<file path="src/rtl/counter_readout_ctrl.sv">
// counter_readout_ctrl
//   Dumps a bank of FIFO pop counters as a stream of 8-bit words. On a start
//   request while the system is idle, each counter 0..NUM_CNT-1 is read once
//   from the counter block and emitted as {index, count}. The downstream side
//   can stall with hold. A read that never returns within TIMEOUT cycles
//   aborts the dump and sets a sticky error flag.
//
// Ports
//   CLK        clock, all state changes on the rising edge
//   reset      synchronous active-low reset
//   start      dump request (level sampled, honoured only in IDLE)
//   idle_in    system idle indication, gates the start of a dump
//   hold       downstream stall, 1 = current word not accepted
//   cnt_data   counter value returned for cnt_idx
//   cnt_valid  counter block read-valid, same cycle as cnt_req
//   cnt_req    read request to the counter block
//   cnt_idx    counter index being read
//   out_data   {cnt_idx, captured count}
//   out_valid  out_data is valid
//   out_last   current word belongs to the last counter
//   busy       dump in progress
//   done       one-cycle pulse at the end of a dump (normal or aborted)
//   err        sticky timeout flag, cleared when the next dump starts
module counter_readout_ctrl #(
  parameter int NUM_CNT = 5,
  parameter int TIMEOUT = 4
) (
  input  logic       CLK,
  input  logic       reset,
  input  logic       start,
  input  logic       idle_in,
  input  logic       hold,
  input  logic [4:0] cnt_data,
  input  logic       cnt_valid,
  output logic       cnt_req,
  output logic [2:0] cnt_idx,
  output logic [7:0] out_data,
  output logic       out_valid,
  output logic       out_last,
  output logic       busy,
  output logic       done,
  output logic       err
);

  localparam int TW = (TIMEOUT > 1) ? $clog2(TIMEOUT) : 1;
  localparam logic [2:0]    LAST_IDX = 3'(NUM_CNT - 1);
  localparam logic [TW-1:0] TO_LAST  = TW'(TIMEOUT - 1);

  typedef enum logic [1:0] {
    S_IDLE,
    S_REQ,
    S_OUT,
    S_DONE
  } state_t;

  state_t        state, state_nxt;
  logic [2:0]    idx, idx_nxt;
  logic [TW-1:0] tcnt, tcnt_nxt;
  logic [4:0]    cap, cap_nxt;
  logic          err_q, err_nxt;

  // State register. The reset is sampled on the clock edge only.
  // NOTE: sequential state uses non-blocking assignments so every register
  // updates from the same pre-edge values, independent of statement order.
  always_ff @(posedge CLK) begin
    if (!reset) begin
      state <= S_IDLE;
      idx   <= '0;
      tcnt  <= '0;
      cap   <= '0;
      err_q <= 1'b0;
    end else begin
      state <= state_nxt;
      idx   <= idx_nxt;
      tcnt  <= tcnt_nxt;
      cap   <= cap_nxt;
      err_q <= err_nxt;
    end
  end

  // Next-state logic.
  // NOTE: every variable gets a default at the top so no path leaves it
  // unassigned, which would otherwise infer a latch.
  always_comb begin
    state_nxt = state;
    idx_nxt   = idx;
    tcnt_nxt  = tcnt;
    cap_nxt   = cap;
    err_nxt   = err_q;
    case (state)
      S_IDLE: begin
        if (start && idle_in) begin
          state_nxt = S_REQ;
          idx_nxt   = '0;
          tcnt_nxt  = '0;
          err_nxt   = 1'b0;
        end
      end
      S_REQ: begin
        if (cnt_valid) begin
          // Snapshot taken here; later counter movement cannot reach out_data.
          cap_nxt   = cnt_data;
          state_nxt = S_OUT;
        end else if (tcnt == TO_LAST) begin
          // This was the last allowed cycle without a response: abort.
          err_nxt   = 1'b1;
          state_nxt = S_DONE;
        end else begin
          tcnt_nxt = tcnt + 1'b1;
        end
      end
      S_OUT: begin
        if (!hold) begin
          if (idx == LAST_IDX) begin
            state_nxt = S_DONE;
          end else begin
            idx_nxt   = idx + 1'b1;
            tcnt_nxt  = '0;
            state_nxt = S_REQ;
          end
        end
      end
      S_DONE:  state_nxt = S_IDLE;
      default: state_nxt = S_IDLE;
    endcase
  end

  // Moore outputs, all zero outside REQ/OUT except done.
  always_comb begin
    cnt_req   = 1'b0;
    cnt_idx   = '0;
    out_data  = '0;
    out_valid = 1'b0;
    out_last  = 1'b0;
    busy      = 1'b0;
    done      = 1'b0;
    case (state)
      S_REQ: begin
        cnt_req = 1'b1;
        cnt_idx = idx;
        busy    = 1'b1;
      end
      S_OUT: begin
        cnt_idx   = idx;
        out_data  = {idx, cap};
        out_valid = 1'b1;
        out_last  = (idx == LAST_IDX);
        busy      = 1'b1;
      end
      S_DONE:  done = 1'b1;
      default: ;
    endcase
  end

  assign err = err_q;

endmodule

</file>
<file path="config.mk">
export PLATFORM = sky130hd
export DESIGN_NAME = counter_readout_ctrl
export DESIGN_NICKNAME = d
export VERILOG_FILES = /design/src/rtl/counter_readout_ctrl.sv
export SDC_FILE = /design/constraint.sdc
export NUM_CORES = 1
export LEC_CHECK = 0
export ABC_CLOCK_PERIOD_IN_PS = 2530
export CAP_MARGIN = 20
export CORE_ASPECT_RATIO = 1.25
export CORE_MARGIN = 10
export CORE_UTILIZATION = 30
export CTS_CLUSTER_SIZE = 40
export DETAILED_ROUTE_END_ITERATION = 12
export GPL_ROUTABILITY_DRIVEN = 1
export GPL_TIMING_DRIVEN = 0
export PLACE_DENSITY_LB_ADDON = 0.3
export SLEW_MARGIN = 30
export SYNTH_ARGS = -nofsm -noshare
export SYNTH_HDL_FRONTEND = slang
export SYNTH_SLANG_ARGS = --single-unit
</file>
<file path="constraint.sdc">
create_clock -name CLK -period 2.53 [get_ports CLK]
set_clock_uncertainty 0.1 [all_clocks]
set_input_delay 0.253 -clock CLK [delete_from_list [all_inputs] [get_ports CLK]]
set_output_delay 0.253 -clock CLK [all_outputs]
set_load 0.05 [all_outputs]
</file>
Yosys cells after proc, flatten, opt, wreduce, memory -nomap -nowiden --
Index checks and enable logic that the tools add are counted.
Storage, ports and cells: bits in registers 13, input bits 11, output and inout port bits 17
Cells by class: muxes and demuxes 27, equality and inequality tests 12, add/sub/neg operators 2, reduce and logical (&&, ||, !) cells 11
Operators by type and width (count):
- $mux 2 | 10
- $mux 3 | 4
- $ne 2x2->1 const B | 6
- $mux 1 | 8
- $mux 8 | 1
- $pmux 2 s4 | 1
- $reduce_and 4->1 | 2
- $eq 2x2->1 const B | 3
- $pmux 2 s3 | 1
- $pmux 3 s2 | 1
- $reduce_and 6->1 | 1
- $reduce_bool 2->1 | 2
- $add 3x1->3 const B | 1
- $eq 3x3->1 const B | 1
- $ne 3x3->1 const B | 1
- $reduce_and 3->1 | 1
- $reduce_bool 3->1 | 1
- $add 2x1->2 const B | 1
- $eq 2x1->1 const B | 1
- $logic_not 2->1 | 1
- $pmux 1 s2 | 1
- $reduce_and 2->1 | 1
- $reduce_or 2->1 | 1
- $logic_and 1x1->1 | 1

Logic depth before layout (Yosys ltp) --
depth after elaboration 4, depth in mapped cells 6, depth with buffers taken out 5

Least setup slack after synthesis --
No wires, ideal clock.
path kind register to output, start reg state[0], end out out_data[0], data arrival time 1.784 ns, cell stages (with the launch flop) 6, data required time 2.177 ns, buffers on the path 2, path slack 0.393 ns, cells stage by stage dfxtp_1 -> inv_1 -> ha_1 -> buf_6 -> clkbuf_1 -> and2_1
On the way: longest elaborated chain between the ends 2
RTL lines:
- from (decl) | line 56 | state_t state, state_nxt;
- from (signal assigned) | line 73 | state <= state_nxt;
- $eq 2x2->1 | line 137 | case (state)
- $mux 8 | line 137
- to (decl) | line 37 | output logic [7:0] out_data,
No other way between the ends.

Worst setup path after layout --
start reg state[1], end out cnt_idx[1]
On the way: longest elaborated chain between the ends 3
RTL lines:
- $eq 2x2->1 / $eq 2x1->1 (equally long branches) | line 137
- $reduce_or 2->1 (no source line) *
- $mux 3 * | line 137
- to (decl) | line 36 | output logic [2:0] cnt_idx,
Mark *: on every way between the ends. The rest lies on a longest branch, timed or not.

==> run metrics <==
CTS Sinks=13; CP Data Required Time=2.18 ns; fraction of layout cells with a size suffix above 1=13.4%; worst reg2reg startpoint=state[0]; Slew @ Worst Pin=0.514 ns; Max-Cap Viols=0; Final Max Slew Viols=0; Core ar.=2680 sq um; most frequent cell after synthesis=nand2_1; vias in the first global route=813; area leader, netlist=dfxtp_1; first-pass GRT wire length=3720 um; top post-synthesis cells by area=dfxtp_1 31%, ha_1 11%, and2_1 8.3%; clock root cell=clkbuf_4; total grt overflow=0; initial core utilization=31.1%; Post-synth EDFFs=0; Pwr Total=0.859 mW; Async SR Flop Fraction=0%; synth unique cells=28; DRC=0; Setup Crit Path Kind=reg -> out; Primary FF master, synth=dfxtp_1; hold_buf cts=0; Reg2Reg Depth=6; slowest CP cell=clkdlybuf4s50_1; Synth-to-Final Area Change=35.6%; vias post-DR=779; drt initial violations=23; antenna-violating nets left=0; die width=67.1 um; Max IR drop VDD=0.000464 V; critical path startpoint=state[1]; synthesized cell area=833 sq um; worst slack, placed=0.0553 ns; clk_lat worst skew=0.28 ns; Critical Path End Type=output port; register bit total from synthesis=13; Tmin final=2.43 ns; count of buffers from port buffering=26; status=finished, final reports clean; crit path launch type=register; CP max FO=4; Placer Congestion=0.713; total global-route track usage=9.00%; Clock Path Buffers=2; Leak=0.475 nW; H-tree Lvls=1; CP Capture Point=cnt_idx[1]; Via-to-Cell Ratio=4.84; initial antenna violation count=0; period utilization=95.9%; DP HPWL=1760 um; sequential share of the synthesized area=31.2%; PnR worst setup slack=0.103 ns; Peak Freq=412 MHz; post-synth top area share=31.2%; post-synthesis net count=115; diodes inserted=0; Placement Rows=21; CTS tree=yes; DR WL/cell=13.6 um; Commonest cells post-synth=14 x nand2_1, 13 x dfxtp_1, 11 x and2_1, 9 x nand3_1; Yosys warnings=0; final WL=2200 um; Critical Path AT=2.07 ns; TritonCTS Buffers=3; I/O Pins=28; power per cell area=760 nW/um^2; syn_area_per_cell=8.59 sq um; final hold vios=0; FF-to-FF End=idx[2]; CP Cell Sequence=inv_1 -> ha_1 -> and2_1 -> clkdlybuf4s50_1; DRT Pass-1 Iters=4; die extent in y=78.9 um; Final nets=146; setup repair after global routing missed its margin=no; largest net degree at the start of global routing=11; clock transition at the registers of the reported paths=0.08 ns; CP max stage delay=0.81 ns; die area=5300 sq um; Max-slew headroom=65.6%; # setup viols final=0; min-delay worst type=in -> reg; Setup TNS=0 ns; Mapped Cells=97; reg2reg setup slack=0.61 ns
==> metal layers <==
metal  routed length (um)  global-route usage, %  up-vias  share of wire [%]
met2                 1020                   14.4       29                 47
li1                     -                      -      403                  -
met5                    0                      0        -                  0
met4                   37                   4.94        0                1.7
met1                  925                   9.25      343                 42
met3                  211                   4.49        4                9.6
==> critical path, delay by kind of cell (launching register included) <==
kind                     cells  cell delay, ns
adder cells (fa/ha/maj)      1            0.34
buffers and inverters        2            0.92
flip-flops                   1            0.39
AND/OR/NAND/NOR              1            0.14
==> worst min-delay path by stage <==
stage / from / to / slack [ns] / cells past startpoint
floorplan: cnt_data[0] / cap[0] / 0.30 / 2
global route: cnt_valid / cap[1] / 0.23 / 3
finish: cnt_valid / cap[3] / 0.22 / 3
global placement: cap[3] / cap[3] / 0.34 / 2
detailed placement: cap[2] / cap[2] / 0.34 / 2
CTS: cnt_valid / cap[3] / 0.22 / 3
==> flip-flops by register name (all words and copies together) (netlist names) <==
signal / flops
cap: 5
idx: 3
state: 2
tcnt: 2
err: 1
==> logic make-up after synthesis <==
group                    share of synthesized area [%]
AND/OR/NAND/NOR                                   27.8
AO/OA/AOI/OAI                                     18.3
flip-flops                                        31.2
buffers and inverters                             6.16
adder cells (fa/ha/maj)                           10.5
multiplexers                                      6.01
==> cell usage in the layout, fill, tap and decap left out, types with 2 or more instances in the layout <==
cell type,count
a21oi_1,7
and2_1,11
buf_2,2
clkbuf_1,3
clkbuf_2,7
clkbuf_4,3
clkdlybuf4s50_1,18
dfxtp_1,13
ha_1,7
inv_1,6
mux2i_1,5
nand2_1,14
nand3_1,9
nand4b_1,2
o211a_1,2
o32ai_1,2
==> power breakdown <==
group          switching, mW  leakage [nW]  internal, mW  total, mW
registers             0.0214         0.105         0.233      0.254
clock network         0.0677        0.0150        0.0612      0.129
logic                  0.285         0.354         0.190      0.475
==> stage by stage <==
stage                     util [%]  cells  cell area, sq um  hold WS [ns]
after floorplan                  -     97               833         0.300
after global placement        42.4    157              1140         0.338
after detailed placement      42.4    157              1140         0.344
after CTS                     43.0    161              1150         0.223
after global routing          42.2    161              1130         0.230
final                         42.2    161              1130         0.224
==> what timing repair did <==
action                                  4_1_cts  5_1_grt
buffers inserted                              0        0
pin swaps                                     0        0
hold endpoints to repair                      0        0
resized for setup                             7       15
endpoints found under the setup margin        7        8
==> area by class of cell <==
| type | instances | area (sq um) |
|---|---|---|
| fill | 295 | 1550 |
| multi-input combinational | 73 | 522 |
| sequential | 13 | 260 |
| timing repair buffer | 26 | 228 |
| tap | 34 | 42.5 |
| buffer | 5 | 28.8 |
| clock buffer | 4 | 26.3 |
| inverter | 6 | 22.5 |
(Power assumes the default switching activity.)
